===== src/rtl/render_pkg.sv =====
// Shared tag types and default stage latencies for the ray-tracing pixel pipeline.
package render_pkg;
  localparam int HCOUNT_W      = 11;
  localparam int VCOUNT_W      = 10;
  localparam int SELECT_W      = 2;
  localparam int RFP_LATENCY   = 24;
  localparam int SHADE_LATENCY = 64;

  typedef struct packed {
    logic [HCOUNT_W-1:0] hcount;
    logic [VCOUNT_W-1:0] vcount;
    logic [SELECT_W-1:0] select_objs;
    logic                miss;
  } pixel_tag_t;
endpackage


===== src/rtl/render_sideband_pipe_if.sv =====
// Valid/ready stream carrying CHANNELS tag lanes of WIDTH bits each.
interface render_sideband_pipe_if
  import render_pkg::*;
#(
  parameter int WIDTH    = HCOUNT_W,
  parameter int CHANNELS = 2
);
  logic [CHANNELS-1:0][WIDTH-1:0] tdata;
  logic                           tvalid;
  logic                           tready;

  modport master (output tdata, output tvalid, input tready);
  modport slave  (input tdata, input tvalid, output tready);
endinterface


===== src/rtl/render_sideband_pipe_stage.sv =====
// One sideband stage: valid flag plus tag register that only captures valid items.
module sideband_stage
  import render_pkg::*;
#(
  parameter int WIDTH    = HCOUNT_W,
  parameter int CHANNELS = 2
) (
  input  logic                           clk,
  input  logic                           rst,
  input  logic                           clear,
  input  logic                           load,
  input  logic                           d_vld,
  input  logic [CHANNELS-1:0][WIDTH-1:0] d_data,
  output logic                           q_vld,
  output logic [CHANNELS-1:0][WIDTH-1:0] q_data
);
  // Data holds across bubbles so the tag bus does not toggle on empty slots.
  always_ff @(posedge clk or posedge rst) begin
    if (rst) begin
      q_vld  <= 1'b0;
      q_data <= '0;
    end else if (clear) begin
      q_vld <= 1'b0;
    end else if (load) begin
      q_vld <= d_vld;
      if (d_vld) q_data <= d_data;
    end
  end
endmodule


===== src/rtl/render_sideband_pipe.sv =====
// Backpressure-aware sideband delay line that keeps pixel tags aligned with a
// fixed-latency datapath; optional bubble collapsing, fill level and alignment check.
module render_sideband_pipe
  import render_pkg::*;
#(
  parameter int LATENCY         = SHADE_LATENCY,
  parameter int WIDTH           = HCOUNT_W,
  parameter int CHANNELS        = 2,
  parameter int BUBBLE_COLLAPSE = 0
) (
  input  logic                           aclk,
  input  logic                           areset,
  input  logic                           clear,
  render_sideband_pipe_if.slave          s_axis,
  render_sideband_pipe_if.master         m_axis,
  input  logic                           ref_tvalid,
  output logic [$clog2(LATENCY+1)-1:0]   occupancy,
  output logic                           align_error
);
  localparam int OCC_W = $clog2(LATENCY+1);
  typedef logic [CHANNELS-1:0][WIDTH-1:0] tag_t;

  logic [LATENCY-1:0] vld_p;
  logic [LATENCY-1:0] vld_d;
  logic [LATENCY-1:0] load;
  tag_t               data_p [LATENCY];
  tag_t               data_d [LATENCY];
  logic               s_ready;
  logic               in_xfer;
  logic               out_xfer;

  assign in_xfer       = s_axis.tvalid & s_ready;
  assign out_xfer      = vld_p[LATENCY-1] & m_axis.tready;
  assign s_axis.tready = s_ready;
  assign m_axis.tvalid = vld_p[LATENCY-1];
  assign m_axis.tdata  = data_p[LATENCY-1];

  generate
    if (BUBBLE_COLLAPSE == 0) begin : g_lockstep
      logic advance;
      assign advance = m_axis.tready | ~vld_p[LATENCY-1];
      assign load    = {LATENCY{advance}};
      assign s_ready = advance & ~clear & ~areset;
    end else begin : g_collapse
      // A stage may load when it is empty or its occupant moves on this cycle.
      logic [LATENCY-1:0] rdy;
      always_comb begin
        rdy[LATENCY-1] = m_axis.tready | ~vld_p[LATENCY-1];
        for (int i = LATENCY - 2; i >= 0; i--) rdy[i] = ~vld_p[i] | rdy[i+1];
      end
      assign load    = rdy;
      assign s_ready = rdy[0] & ~clear & ~areset;
    end
  endgenerate

  // Stage chain: stage 0 takes the accepted input, stage i takes stage i-1.
  for (genvar i = 0; i < LATENCY; i++) begin : g_stage
    if (i == 0) begin : g_head
      assign vld_d[0]  = in_xfer;
      assign data_d[0] = s_axis.tdata;
    end else begin : g_body
      assign vld_d[i]  = vld_p[i-1];
      assign data_d[i] = data_p[i-1];
    end
    sideband_stage #(.WIDTH(WIDTH), .CHANNELS(CHANNELS)) u_stage (
      .clk    (aclk),
      .rst    (areset),
      .clear  (clear),
      .load   (load[i]),
      .d_vld  (vld_d[i]),
      .d_data (data_d[i]),
      .q_vld  (vld_p[i]),
      .q_data (data_p[i])
    );
  end

  // Fill level and sticky misalignment flag.
  always_ff @(posedge aclk or posedge areset) begin
    if (areset) begin
      occupancy   <= '0;
      align_error <= 1'b0;
    end else if (clear) begin
      occupancy   <= '0;
      align_error <= 1'b0;
    end else begin
      if (in_xfer & ~out_xfer)      occupancy <= occupancy + OCC_W'(1);
      else if (out_xfer & ~in_xfer) occupancy <= occupancy - OCC_W'(1);
      if (m_axis.tvalid != ref_tvalid) align_error <= 1'b1;
    end
  end
endmodule


===== src/flat_wrapper.sv =====
// flat-port wrapper written by rule: the top's interface ports become plain ports
module render_sideband_pipe_flat import render_pkg::*;
#(
  parameter int LATENCY         = SHADE_LATENCY,
  parameter int WIDTH           = HCOUNT_W,
  parameter int CHANNELS        = 2,
  parameter int BUBBLE_COLLAPSE = 0
)
  (aclk, areset, clear, ref_tvalid, occupancy, align_error, s_axis_tdata, s_axis_tvalid, s_axis_tready, m_axis_tdata, m_axis_tvalid, m_axis_tready);
  render_sideband_pipe_if #(.WIDTH(WIDTH), .CHANNELS(CHANNELS)) s_axis_i ();
  render_sideband_pipe_if #(.WIDTH(WIDTH), .CHANNELS(CHANNELS)) m_axis_i ();
  input  logic aclk;
  input  logic areset;
  input  logic clear;
  input  logic ref_tvalid;
  output logic [$clog2(LATENCY+1)-1:0] occupancy;
  output logic align_error;
  input wire logic [$bits(s_axis_i.tdata)-1:0] s_axis_tdata;
  input wire logic [$bits(s_axis_i.tvalid)-1:0] s_axis_tvalid;
  output wire logic [$bits(s_axis_i.tready)-1:0] s_axis_tready;
  output wire logic [$bits(m_axis_i.tdata)-1:0] m_axis_tdata;
  output wire logic [$bits(m_axis_i.tvalid)-1:0] m_axis_tvalid;
  input wire logic [$bits(m_axis_i.tready)-1:0] m_axis_tready;
  assign s_axis_i.tdata = s_axis_tdata;
  assign s_axis_i.tvalid = s_axis_tvalid;
  assign s_axis_tready = s_axis_i.tready;
  assign m_axis_tdata = m_axis_i.tdata;
  assign m_axis_tvalid = m_axis_i.tvalid;
  assign m_axis_i.tready = m_axis_tready;
  render_sideband_pipe #(.LATENCY(LATENCY), .WIDTH(WIDTH), .CHANNELS(CHANNELS), .BUBBLE_COLLAPSE(BUBBLE_COLLAPSE)) u_core (.aclk(aclk), .areset(areset), .clear(clear), .s_axis(s_axis_i), .m_axis(m_axis_i), .ref_tvalid(ref_tvalid), .occupancy(occupancy), .align_error(align_error));
endmodule

===== config.mk =====
export PLATFORM = sky130hd
export DESIGN_NAME = render_sideband_pipe_flat
export DESIGN_NICKNAME = d
export VERILOG_FILES = /design/src/rtl/render_pkg.sv /design/src/rtl/render_sideband_pipe_if.sv /design/src/rtl/render_sideband_pipe_stage.sv /design/src/rtl/render_sideband_pipe.sv /design/src/flat_wrapper.sv
export SDC_FILE = /design/constraint.sdc
export NUM_CORES = 2
export LEC_CHECK = 0
export BUFFER_PORTS_ARGS = -buffer_cell sky130_fd_sc_hd__buf_2
export CORE_UTILIZATION = 45
export CTS_BUF_LIST = sky130_fd_sc_hd__clkbuf_8
export CTS_CLUSTER_DIAMETER = 30
export CTS_CLUSTER_SIZE = 30
export DETAILED_ROUTE_END_ITERATION = 12
export GPL_ROUTABILITY_DRIVEN = 0
export PLACE_DENSITY = 0.63
export SETUP_SLACK_MARGIN = 0.02
export SKIP_LAST_GASP = 1
export SLEW_MARGIN = 20
export SYNTH_ARGS = -nofsm -noshare
export SYNTH_HDL_FRONTEND = slang
export SYNTH_SLANG_ARGS = --single-unit

===== constraint.sdc =====
create_clock -name aclk -period 128.7 [get_ports aclk]
set_clock_uncertainty 0.05 [all_clocks]
set_input_delay 25.74 -clock aclk [delete_from_list [all_inputs] [get_ports aclk]]
set_output_delay 25.74 -clock aclk [all_outputs]
set_load 0.01 [all_outputs]

Word level (Yosys, flattened, before mapping)
Index checks and enable logic that the tools add are counted.
- equal/unequal tests: 1
- add/sub/neg operators: 2
- reductions and logical operators: 67
- muxes and demuxes: 133
- bitwise logic cells: 12
- operators with widths (cell ; count):
    $reduce_and A3 Y1 ; 64
    $mux W1 ; 130
    $mux W7 ; 3
    $add A7 B1 Y7 const B ; 1
    $sub A7 B1 Y7 const B ; 1
    $and A1 B1 Y1 ; 6
    $not A1 Y1 ; 5
    $reduce_bool A2 Y1 ; 2
    $reduce_bool A3 Y1 ; 1
    $ne A1 B1 Y1 ; 1
    $or A1 B1 Y1 ; 1
- output and inout bits: 32
- bits in registers: 1480
- logic and storage cells: 409

Longest topological paths before layout
- word-level depth: 10
- gate-level depth with buffers: 10
- depth with buffers taken out: 9

Hierarchy
A second synthesis with hierarchy kept.
- cell total of the unflattened synthesis: 3343
- area, all modules: 62040.8 um^2
- by module, submodules not included (module ; times used ; area an instance (um^2) ; cells each ; sequential area each (um^2)):
    sideband_stage ; 64 ; 958.4 ; 51 ; 575.6
    render_sideband_pipe ; 1 ; 701.9 ; 79 ; 200.2

Worst setup path after synthesis
Ideal clock, no wire load.
- kind: in2out
- start point: in areset
- end point: out s_axis_tready
- data arrival time: 58.660 ns
- data required time: 102.910 ns
- path buffers: 0
- setup slack: 44.250 ns
- stages on the path: 2
- path through: inv_1 -> and2_1
- cells in the longest elaborated chain, start to end: 2
- RTL lines (element ; RTL line ; text):
    start, declared ; flat_wrapper.sv:13 ; input logic areset;
    $not A1 Y1 ; render_sideband_pipe.sv:43 ; assign s_ready = advance & ~clear & ~areset;
    $and A1 B1 Y1 ; render_sideband_pipe.sv:43 ;
    end, declared ; flat_wrapper.sv:20 ; output wire logic [$bits(s_axis_i.tready)-1:0] s_axis_tready;
Every way passes these cells.

Worst setup path in the final report
Ends and elaborated chain as after synthesis.

==> results.py <==
metrics = {
    "run_status": {
        "status": "completed",
    },
    "layout": {
        "area_growth_pct": 14.61,
        "nets": 3578,
        "fillCellCount": 10627,
        "layout_commonest_cell": "dfrtp_1",
        "drive_above_1_share_pct": 49.43,
        "final_cell_mix": "1,480 x dfrtp_1, 760 x mux2_4, 446 x mux2_2, 377 x clkbuf_8, 202 x mux2_1",
    },
    "clock_network": {
        "holdBufCountCts": 0,
        "cts_setup_buffers": 0,
        "htreeDepth": 5,
        "path_clk_slew_ns": 0.06,
        "cts_resized": 0,
        "tritoncts": "built",
        "cts_inserted_buffers": 321,
        "ctsLongestPathBuffers": 4,
        "clk_latency_ns": 0.97,
        "cts_sinks": 1480,
        "root_buffer": "clkbuf_8",
    },
    "critical_path": {
        "slowest_delay_ns": 0.52,
        "arrival_ns": 26.79,
        "path_common_cell": "buf_2",
        "startpoint": "areset",
        "path_cells": "buf_2 -> inv_8 -> and2_1 -> buf_2",
        "r2r_cells": 6,
        "cp_max_fo": 116,
        "end_kind": "output port",
        "cp.depth": 4,
        "worstPathRequired_ns": 102.91,
        "path_class": "input pin to output port",
        "cpMaxStageDelayCell": "inv_8",
        "path_buf_inv": 3,
        "rr_startpoint": "u_core.g_stage[63].u_stage.q_vld$_DFFE_PP0P_",
        "critPathLaunchType": "input pin",
        "path_delay_family": "buffers and inverters",
        "endpoint": "s_axis_tready",
        "r2r_end": "u_core.g_stage[29].u_stage.q_data[7]$_DFFE_PP0P_",
        "r2r_slack_ns": 124.84,
    },
    "power": {
        "power_uw": 1071,
        "p_per_area_nw_per_um2": 15.81,
        "ir_drop_mv": 0.008301,
        "p_leak_uw": 0.03679,
    },
    "floorplan": {
        "rows": 132,
        "start_util_pct": 45.47,
        "ios": 60,
        "fp.dieArea_um2": 132800,
        "fp.dieH_um": 364.4,
        "die_w_um": 364.4,
        "fp.coreArea_um2": 130000,
    },
    "sta": {
        "finalCriticalPeriod_ns": 52.58,
        "fin_crit_sh_pct": 40.85,
        "hold_viol": 0,
        "rsz0062_at_grt": "no",
        "final.setup.tns_ns": 0,
        "slew_headroom_pct": 26.76,
        "fmaxAchievable_mhz": 19.02,
        "worst-slew-pin-transition_ns": 1.096,
        "drv_slew": 0,
        "setup_violations": 0,
    },
    "synthesis": {
        "synthesis.area_um2": 59100,
        "synthCells": 3286,
        "synth_fp_nets": 3320,
        "synth-seq-cells": 1480,
        "ys_types": 39,
        "synth_top_area_share_pct": 62.66,
        "synthFlopType": "dfrtp_1",
        "avgSynthCellArea_um2": 17.99,
        "yosysTopAreaCell": "dfrtp_1",
        "synthArstFlopShare_pct": 100.0,
        "synthTopCellsByArea": "dfrtp_1 63%, mux2_4 19%, mux2_2 8.5%",
        "synth_edf_count": 0,
        "ys.warnings.count": 0,
        "ys_seq_area_share_pct": 62.66,
    },
    "global_route": {
        "grt-ovfl-total": 0,
        "grtUsageTotal_pct": 14.74,
        "grt_max_degree": 177,
        "first_global_vias": 28332,
        "grt_pass1_wl_mm": 158.0,
        "antenna_found_initial": 10,
    },
    "placed_design": {
        "hpwl_mm": 54.43,
        "portBuffers": 59,
    },
    "detailed_routing": {
        "wl_mm": 93.32,
        "vias": 26314,
        "vias_per_cell": 4.761,
        "ant_nets": 0,
        "drt_iter0_markers": 1307,
        "wl_per_cell_um": 16.88,
        "drt_pass1_iterations": 5,
        "remaining_drc_errors": 0,
    },
    "flow_run": {
        "drv_cap": 0,
    },
    "worst_hold_path": {
        "hp-class": "register to register",
    },
}
==> metrics by stage <==
step                util [%]  cell area, um^2  cells  worst slack (ns)  hold WS, ns
global placement       46.42            60330   4962             76.02       0.3998
global route           52.11            67730   5524             75.94       0.4229
CTS                    52.08            67690   5522             76.02       0.3999
finish                 52.12            67740   5527             76.12       0.4024
floorplan                  -            59100   3286             44.25       0.3878
detailed placement     46.42            60330   4962             76.03       0.4054
==> cells in the mapped netlist, types with 3 or more instances <==
cell type,n
clkbuf_1,7
dfrtp_1,1480
nor2_1,13
buf_6,102
nand2_4,9
mux2_2,446
mux2_4,760
nand2_1,128
ha_1,5
nor3b_1,3
mux2i_1,5
nand2_8,40
o21ai_0,4
buf_12,4
buf_4,12
buf_2,24
mux2_1,202
a211oi_1,3
a21o_1,7
and2_1,4
inv_1,4
==> flip-flops by register name (all words and copies together), names as in the netlist <==
register	cells
u_core.g_stage.u_stage.q_data	1408
u_core.occupancy	7
u_core.align_error	1
u_core.g_stage.u_stage.q_vld	64
==> power by group <==
group / internal [uW] / switching (uW)
logic: 7.42 / 13.6
registers: 473 / 4.84
clock network: 361 / 210
total: 842 / 229
==> worst min path at each step <==
stage	start	to	slack, ns	depth (start not counted)
after floorplan	u_core.g_stage[60].u_stage.q_vld$_DFFE_PP0P_	u_core.g_stage[60].u_stage.q_vld$_DFFE_PP0P_	0.39	2
after global placement	u_core.g_stage[60].u_stage.q_vld$_DFFE_PP0P_	u_core.g_stage[60].u_stage.q_vld$_DFFE_PP0P_	0.40	2
after detailed placement	u_core.g_stage[28].u_stage.q_vld$_DFFE_PP0P_	u_core.g_stage[28].u_stage.q_vld$_DFFE_PP0P_	0.41	2
after CTS	u_core.g_stage[29].u_stage.q_data[16]$_DFFE_PP0P_	u_core.g_stage[30].u_stage.q_data[16]$_DFFE_PP0P_	0.40	1
after global routing	u_core.g_stage[29].u_stage.q_data[16]$_DFFE_PP0P_	u_core.g_stage[30].u_stage.q_data[16]$_DFFE_PP0P_	0.42	1
final	u_core.g_stage[25].u_stage.q_data[16]$_DFFE_PP0P_	u_core.g_stage[26].u_stage.q_data[16]$_DFFE_PP0P_	0.40	1
==> cell type report <==
type | count | area (um^2) | area share [%]
diodes | 4 | 10.01 | 0.01478
repair buffers | 84 | 535.5 | 0.7905
multi-input cells | 1653 | 20600 | 30.41
inverters | 4 | 22.52 | 0.03325
well taps | 1742 | 2180 | 3.218
clock inverters | 183 | 2166 | 3.197
clock buffers | 377 | 5189 | 7.660
flip-flops and latches | 1480 | 37040 | 54.67
==> logic make-up after synthesis <==
kind of cell    Yosys count  share of synthesized area [%]
flops                  1480                          62.66
mux                    1414                          31.76
simple gates            210                          2.648
buf+inv                 153                          2.504
compound gates           20                         0.2413
fa+ha+maj                 6                         0.1397
xor+xnor                  3                        0.04446
==> per-layer routing <==
metal	routed length [um]	share of wire (%)	global-route usage, %	vias to the layer above
met5	0	0	0	-
met4	1977	2.1	5.289	0
met3	4773	5.1	3.947	174
met2	39100	42	20.25	454
met1	47470	51	22.21	13466
li1	-	-	-	12220
==> worst register-to-register path: stages (launching register included) <==
cell and delay [ns]:
dfrtp_1 0.47, nand2b_2 0.16, nor2b_4 0.16, buf_4 0.74
buf_12 0.63, and2_1 1.08, mux2_2 0.43
No activity file was read; power rests on OpenSTA's default activity.
